$ cat src/rtl/iob_cache_line_fill_buffer_if.sv
// Signal bundle between the cache controller, the read channel and the data memory
// for the miss-fill stage. master = fill buffer side, slave = surrounding logic.
interface iob_cache_line_fill_buffer_if #(
    parameter int unsigned ADDR_W        = 32,
    parameter int unsigned DATA_W        = 32,
    parameter int unsigned BE_DATA_W     = 64,
    parameter int unsigned WORD_OFFSET_W = 3
) ();
    localparam int unsigned BE_NBYTES_W = $clog2(BE_DATA_W / 8);
    localparam int unsigned BE_RATIO_W  = $clog2(BE_DATA_W / DATA_W);
    localparam int unsigned LINE2BE_W   = WORD_OFFSET_W - BE_RATIO_W;
    localparam int unsigned MISS_ADDR_W = ADDR_W - $clog2(DATA_W / 8);
    localparam int unsigned LINE_ADDR_W = ADDR_W - BE_NBYTES_W - LINE2BE_W;
    localparam int unsigned RADDR_W     = (LINE2BE_W > 0) ? LINE2BE_W : 1;
    localparam int unsigned LINE_W      = BE_DATA_W * (2 ** LINE2BE_W);

    logic                   miss_valid;
    logic [MISS_ADDR_W-1:0] miss_addr;
    logic                   miss_ready;
    logic                   replace_valid;
    logic [LINE_ADDR_W-1:0] replace_addr;
    logic                   replace;
    logic                   read_valid;
    logic [RADDR_W-1:0]     read_addr;
    logic [BE_DATA_W-1:0]   read_rdata;
    logic                   crit_valid;
    logic [DATA_W-1:0]      crit_rdata;
    logic                   line_we;
    logic [LINE_ADDR_W-1:0] line_addr;
    logic [LINE_W-1:0]      line_wdata;
    logic                   fill_done;

    modport master (
        input  miss_valid, miss_addr, replace, read_valid, read_addr, read_rdata,
        output miss_ready, replace_valid, replace_addr, crit_valid, crit_rdata,
        output line_we, line_addr, line_wdata, fill_done
    );

    modport slave (
        output miss_valid, miss_addr, replace, read_valid, read_addr, read_rdata,
        input  miss_ready, replace_valid, replace_addr, crit_valid, crit_rdata,
        input  line_we, line_addr, line_wdata, fill_done
    );
endinterface

$ cat src/rtl/iob_cache_line_fill_buffer.sv
// Miss-fill stage: requests a line from the read channel, collects its beats,
// forwards the critical word early and writes the whole line in one cycle.
module iob_cache_line_fill_buffer #(
    parameter int unsigned ADDR_W        = 32,
    parameter int unsigned DATA_W        = 32,
    parameter int unsigned BE_DATA_W     = 64,
    parameter int unsigned WORD_OFFSET_W = 3
) (
    input logic                          clk_i,
    input logic                          reset_n,
    iob_cache_line_fill_buffer_if.master bus
);
    localparam int unsigned BE_RATIO_W  = $clog2(BE_DATA_W / DATA_W);
    localparam int unsigned LINE2BE_W   = WORD_OFFSET_W - BE_RATIO_W;
    localparam int unsigned MISS_ADDR_W = ADDR_W - $clog2(DATA_W / 8);
    localparam int unsigned RADDR_W     = (LINE2BE_W > 0) ? LINE2BE_W : 1;
    localparam int unsigned LINE_W      = BE_DATA_W * (2 ** LINE2BE_W);

    typedef enum logic [1:0] {StIdle, StReq, StFill, StWrite} state_e;

    state_e                 state_q, state_d;
    logic [MISS_ADDR_W-1:0] addr_q, addr_d;
    logic                   crit_sent_q, crit_sent_d;
    logic                   crit_valid_q, crit_valid_d;
    logic [DATA_W-1:0]      crit_rdata_q, crit_rdata_d;
    logic [LINE_W-1:0]      line_q;

    logic [RADDR_W-1:0]     wr_idx;
    logic                   beat_hit;
    logic [DATA_W-1:0]      crit_word;

    // With a single-beat line every delivered beat is the critical one.
    if (LINE2BE_W > 0) begin : g_multi_beat
        assign wr_idx   = bus.read_addr;
        assign beat_hit = (bus.read_addr == addr_q[BE_RATIO_W +: LINE2BE_W]);
    end else begin : g_single_beat
        assign wr_idx   = '0;
        assign beat_hit = 1'b1;
    end

    if (BE_RATIO_W > 0) begin : g_word_sel
        assign crit_word = bus.read_rdata[addr_q[0 +: BE_RATIO_W] * DATA_W +: DATA_W];
    end else begin : g_word_full
        assign crit_word = bus.read_rdata[DATA_W-1:0];
    end

    always_comb begin
        state_d      = state_q;
        addr_d       = addr_q;
        crit_sent_d  = crit_sent_q;
        crit_valid_d = 1'b0;
        crit_rdata_d = crit_rdata_q;
        unique case (state_q)
            StIdle: begin
                if (bus.miss_valid) begin
                    addr_d      = bus.miss_addr;
                    crit_sent_d = 1'b0;
                    state_d     = StReq;
                end
            end
            StReq: begin
                if (bus.replace) state_d = StFill;
            end
            StFill: begin
                // crit_sent suppresses a second pulse when a retry re-delivers the beat
                if (bus.read_valid && beat_hit && !crit_sent_q) begin
                    crit_valid_d = 1'b1;
                    crit_rdata_d = crit_word;
                    crit_sent_d  = 1'b1;
                end
                if (!bus.replace) state_d = StWrite;
            end
            StWrite: state_d = StIdle;
            default: state_d = StIdle;
        endcase
    end

    always_ff @(posedge clk_i or negedge reset_n) begin
        if (!reset_n) begin
            state_q      <= StIdle;
            addr_q       <= '0;
            crit_sent_q  <= 1'b0;
            crit_valid_q <= 1'b0;
            crit_rdata_q <= '0;
        end else begin
            state_q      <= state_d;
            addr_q       <= addr_d;
            crit_sent_q  <= crit_sent_d;
            crit_valid_q <= crit_valid_d;
            crit_rdata_q <= crit_rdata_d;
        end
    end

    always_ff @(posedge clk_i) begin
        if (state_q == StFill && bus.read_valid) begin
            line_q[wr_idx * BE_DATA_W +: BE_DATA_W] <= bus.read_rdata;
        end
    end

    assign bus.miss_ready    = (state_q == StIdle);
    assign bus.replace_valid = (state_q == StReq);
    assign bus.replace_addr  = addr_q[MISS_ADDR_W-1 : BE_RATIO_W + LINE2BE_W];
    assign bus.line_addr     = addr_q[MISS_ADDR_W-1 : BE_RATIO_W + LINE2BE_W];
    assign bus.line_we       = (state_q == StWrite);
    assign bus.fill_done     = (state_q == StWrite);
    assign bus.line_wdata    = line_q;
    assign bus.crit_valid    = crit_valid_q;
    assign bus.crit_rdata    = crit_rdata_q;
endmodule

$ cat src/flat_wrapper.sv
// flat-port wrapper written by rule: the top's interface ports become plain ports
module iob_cache_line_fill_buffer_flat 
#(
    parameter int unsigned ADDR_W        = 32,
    parameter int unsigned DATA_W        = 32,
    parameter int unsigned BE_DATA_W     = 64,
    parameter int unsigned WORD_OFFSET_W = 3
)
  (clk_i, reset_n, bus_miss_valid, bus_miss_addr, bus_replace, bus_read_valid, bus_read_addr, bus_read_rdata, bus_miss_ready, bus_replace_valid, bus_replace_addr, bus_crit_valid, bus_crit_rdata, bus_line_we, bus_line_addr, bus_line_wdata, bus_fill_done);
  iob_cache_line_fill_buffer_if #(.ADDR_W(ADDR_W), .DATA_W(DATA_W), .BE_DATA_W(BE_DATA_W), .WORD_OFFSET_W(WORD_OFFSET_W)) bus_i ();
  input logic clk_i;
  input logic reset_n;
  input wire logic [$bits(bus_i.miss_valid)-1:0] bus_miss_valid;
  input wire logic [$bits(bus_i.miss_addr)-1:0] bus_miss_addr;
  input wire logic [$bits(bus_i.replace)-1:0] bus_replace;
  input wire logic [$bits(bus_i.read_valid)-1:0] bus_read_valid;
  input wire logic [$bits(bus_i.read_addr)-1:0] bus_read_addr;
  input wire logic [$bits(bus_i.read_rdata)-1:0] bus_read_rdata;
  output wire logic [$bits(bus_i.miss_ready)-1:0] bus_miss_ready;
  output wire logic [$bits(bus_i.replace_valid)-1:0] bus_replace_valid;
  output wire logic [$bits(bus_i.replace_addr)-1:0] bus_replace_addr;
  output wire logic [$bits(bus_i.crit_valid)-1:0] bus_crit_valid;
  output wire logic [$bits(bus_i.crit_rdata)-1:0] bus_crit_rdata;
  output wire logic [$bits(bus_i.line_we)-1:0] bus_line_we;
  output wire logic [$bits(bus_i.line_addr)-1:0] bus_line_addr;
  output wire logic [$bits(bus_i.line_wdata)-1:0] bus_line_wdata;
  output wire logic [$bits(bus_i.fill_done)-1:0] bus_fill_done;
  assign bus_i.miss_valid = bus_miss_valid;
  assign bus_i.miss_addr = bus_miss_addr;
  assign bus_i.replace = bus_replace;
  assign bus_i.read_valid = bus_read_valid;
  assign bus_i.read_addr = bus_read_addr;
  assign bus_i.read_rdata = bus_read_rdata;
  assign bus_miss_ready = bus_i.miss_ready;
  assign bus_replace_valid = bus_i.replace_valid;
  assign bus_replace_addr = bus_i.replace_addr;
  assign bus_crit_valid = bus_i.crit_valid;
  assign bus_crit_rdata = bus_i.crit_rdata;
  assign bus_line_we = bus_i.line_we;
  assign bus_line_addr = bus_i.line_addr;
  assign bus_line_wdata = bus_i.line_wdata;
  assign bus_fill_done = bus_i.fill_done;
  iob_cache_line_fill_buffer #(.ADDR_W(ADDR_W), .DATA_W(DATA_W), .BE_DATA_W(BE_DATA_W), .WORD_OFFSET_W(WORD_OFFSET_W)) u_core (.clk_i(clk_i), .reset_n(reset_n), .bus(bus_i));
endmodule
$ cat config.mk
export PLATFORM = sky130hd
export DESIGN_NAME = iob_cache_line_fill_buffer_flat
export DESIGN_NICKNAME = d
export VERILOG_FILES = /design/src/rtl/iob_cache_line_fill_buffer_if.sv /design/src/rtl/iob_cache_line_fill_buffer.sv /design/src/flat_wrapper.sv
export SDC_FILE = /design/constraint.sdc
export NUM_CORES = 1
export LEC_CHECK = 0
export BUFFER_PORTS_ARGS = -buffer_cell sky130_fd_sc_hd__clkbuf_2
export CORE_AREA = 2 2 172 174
export CTS_CLUSTER_DIAMETER = 200
export DETAILED_ROUTE_END_ITERATION = 12
export DIE_AREA = 0 0 174 176
export PLACE_DENSITY = 0.73
export SLEW_MARGIN = 30
export SYNTH_ARGS = -nofsm -noshare
export SYNTH_HDL_FRONTEND = slang
export SYNTH_SLANG_ARGS = --single-unit
$ cat constraint.sdc
create_clock -name clk_i -period 8.7 [get_ports clk_i]
set_input_delay 1.74 -clock clk_i [delete_from_list [all_inputs] [get_ports clk_i]]
set_output_delay 1.74 -clock clk_i [all_outputs]
set_load 0.05 [all_outputs]
==> flow_summary_export.csv <==
group,metric,value,unit
hold_path,hold_class,"reg2reg",
critical_path,cp.arrival,3780,ps
synthesis,async_flop_share,0.205,
grt,gr-usage-all-layers,0.209,
clocking,cts_resized,0,
critical_path,r2r_start,"u_core.state_q[0]",
grt,overflow,0,
routing,drt_iter0_markers,564,
die,initial_utilization,0.452,
routing,via_count,7802,
synthesis,synth_nets,904,
power_and_ir_drop,p_switching,1.91,mW
critical_path,r2r_slack,6490,ps
sta,tightest_slew,956,ps
place,port_buffers,447,
critical_path,start_kind,"input pin",
flow_run,cap_viol_max_count,0,
power_and_ir_drop,cell_internal_pwr,3.08,mW
power_and_ir_drop,power_frac_comb,0.328,
synthesis,synth-seq-area-share,0.724,
clocking,clk_latency,490,ps
die,die_w,174,um
clocking,ctsLongestPathBuffers,3,
critical_path,worstPathRequired,9060,ps
sta,period_share,0.393,
grt,antenna_found_initial,1,
critical_path,critical_path.startpoint,"bus_read_addr[0]",
sta,fin_crit,3420,ps
routing,post_drt_wl_per_cell,20.3,um
routing,drtPass1Iterations,4,
synthesis,synth_edf_count,256,
final_layout,drive_gt1_frac,0.494,
synthesis,ys_ff_latch,322,
die,rows,62,
sta,finalHoldViolCount,0,
die,io_pins,448,
routing,via_per_inst,4.84,
final_layout,area_growth,26.5,%
critical_path,critPathKind,"in2reg",
critical_path,crit_fanout,43,
hold_path,hold_start,"u_core.bus.crit_rdata[2]",
sta,drv_slew,0,
clocking,cts.htree.levels,2,
place,postPlaceCellArea,15200,sq um
power_and_ir_drop,seq_power_share,0.403,
critical_path,ff2ff_path_depth,6,
power_and_ir_drop,p_per_area,306,nW/um^2
routing,drc,0,
place,gp_congestion,0.782,
routing,wirelength,32700,um
power_and_ir_drop,ir_drop,0.318,mV
die,die_area,30600,sq um
clocking,numCtsBuffers,34,
grt,grt_pass1_wl,48100,um
power_and_ir_drop,p_leak,7.19,nW
power_and_ir_drop,power.share.clock,0.269,
power_and_ir_drop,switching_share,0.383,
synthesis,synth_area,12900,sq um
grt,grt_max_degree,67,
final_layout,nets,1312,
synthesis,synth_flop_cell,"edfxtp_1",
clocking,tritoncts,"built",
synthesis,yosys_warnings,0,
hold_path,hold_path_depth,1,
run_status,outcome,"completed",
synthesis,syn_avg_cell_area,16.2,sq um
clocking,tritoncts_num_sinks,322,
clocking,cts_hold_buf,0,
sta,rsz0062_at_grt,"false",
sta,fin_setup_tns,0,ps
synthesis,synth.distinct_cells,23,
sta,slew_headroom,0.362,
sta,skew,16.4,ps
grt,grt_pass1_vias,7656,
clocking,post_cts_buffers,0,
clocking,path_clk_slew,60,ps
clocking,root_buffer,"clkbuf_16",
synthesis,syn_inst,794,
final_layout,final_area,16300,sq um
die,fp.dieH,176,um
critical_path,reg2reg_to,"u_core.bus.crit_rdata[0]",
sta,finalSetupViolCount,0,
sta,max_clock_freq,0.292,GHz
critical_path,end_kind,"flip-flop",
hold_path,holdPathEnd,"u_core.bus.crit_rdata[2]",
die,core_area,28500,sq um
routing,ant_nets,0,
place,dp_hpwl,22300,um
## worst max path at each step
stage                     slack [ps]                         to  cells after the start
after floorplan                 4700   u_core.bus.line_wdata[0]                      3
after global placement          4360  u_core.bus.line_wdata[53]                      6
after detailed placement        4300  u_core.bus.line_wdata[44]                      6
after CTS                       4810   u_core.bus.line_wdata[0]                      6
after global routing            5170  u_core.bus.line_wdata[22]                      6
final                           5280  u_core.bus.line_wdata[22]                      6
## logic make-up (layout without fill, tap and decap cells)
logic type | count (synthesis) | after routing | share of synthesized area
compound gates | 3 | 3 | 0.00213
xor+xnor | 2 | 2 | 0.00136
fa+ha+maj | 9 | 9 | 0.00873
buf+inv | 94 | 526 | 0.0451
flops | 322 | 322 | 0.724
mux | 96 | 96 | 0.0860
other cells | 0 | 1 | 0
simple gates | 268 | 268 | 0.133
## worst max-delay path, cell delays in order
cell,delay (ps)
clkbuf_2,180
inv_1,250
ha_1,410
nor3b_4,480
buf_4,480
and2_1,210
## state kept, by name (all words and copies together) (netlist names)
register and cells:
u_core.addr_q 30, u_core.bus.crit_rdata 32, u_core.bus.crit_valid 1, u_core.bus.line_wdata 256, u_core.crit_sent_q 1, u_core.state_q 2
## layout by cell type, fill, tap and decap left out, types with 2 or more instances in the layout
cell type  count
clkbuf_16     35
ha_1           9
buf_6          4
clkinv_1       7
nand2_1        2
clkinv_2       2
mux2_2        85
buf_4          7
nor3b_4        3
dfrtp_1       65
buf_12         2
edfxtp_1     256
and2_1       256
clkbuf_8       2
clkbuf_1      11
mux2_4         8
mux2_1         2
xor2_1         2
inv_1          5
clkbuf_2     446
buf_16         2
and3_4         4
## synth_stat cells (2+ instances only)
cell | instances | area, sq um
mux2_1 | 2 | 22.5
nor3b_2 | 3 | 37.5
buf_6 | 3 | 33.8
and2_1 | 256 | 1600
dfrtp_1 | 66 | 1650
nand2_1 | 2 | 7.51
buf_4 | 55 | 413
mux2_2 | 85 | 957
and3_1 | 2 | 12.5
xor2_1 | 2 | 17.5
mux2_4 | 8 | 120
ha_1 | 9 | 113
inv_1 | 5 | 18.8
and3_2 | 2 | 15.0
clkbuf_1 | 31 | 116
edfxtp_1 | 256 | 7690
## routing by layer
layer	vias to the layer above	wire length, um	track usage
met1	3810	13000	0.260
met4	0	998	0.0690
met2	395	16300	0.365
met5	-	0	0
met3	61	2430	0.0472
li1	3536	-	-
## area by class of cell
class	instances	area [sq um]
Clock inverter	12	83.8
Clock buffer	48	945
Multi-Input combinational cell	378	3020
Antenna cell	1	2.50
Tap cell	384	480
Timing Repair Buffer	461	2420
Fill cell	2328	12200
Inverter	5	18.8
Sequential cell	322	9340
## power by group through the flow
stage,registers [mW],clock network (mW),logic (mW)
after global placement,2.04,0,1.63
after floorplan,2.36,0,1.09
after global routing,2.04,1.42,1.70
after detailed placement,2.05,0,1.64
final,2.01,1.34,1.64
after CTS,2.02,1.37,1.65
## per-stage QoR
| step | util | cells | setup WS, ps | hold slack (ps) | total power, mW |
|---|---|---|---|---|---|
| finish | 0.572 | 1611 | 5280 | 482 | 4.99 |
| global route | 0.572 | 1611 | 5170 | 518 | 5.16 |
| CTS | 0.569 | 1606 | 4810 | 487 | 5.03 |
| detailed placement | 0.533 | 1546 | 4300 | 474 | 3.69 |
| global placement | 0.531 | 1543 | 4360 | 469 | 3.67 |
| floorplan | - | 794 | 4700 | 500 | 3.45 |
No activity file was read; power rests on OpenSTA's default activity.
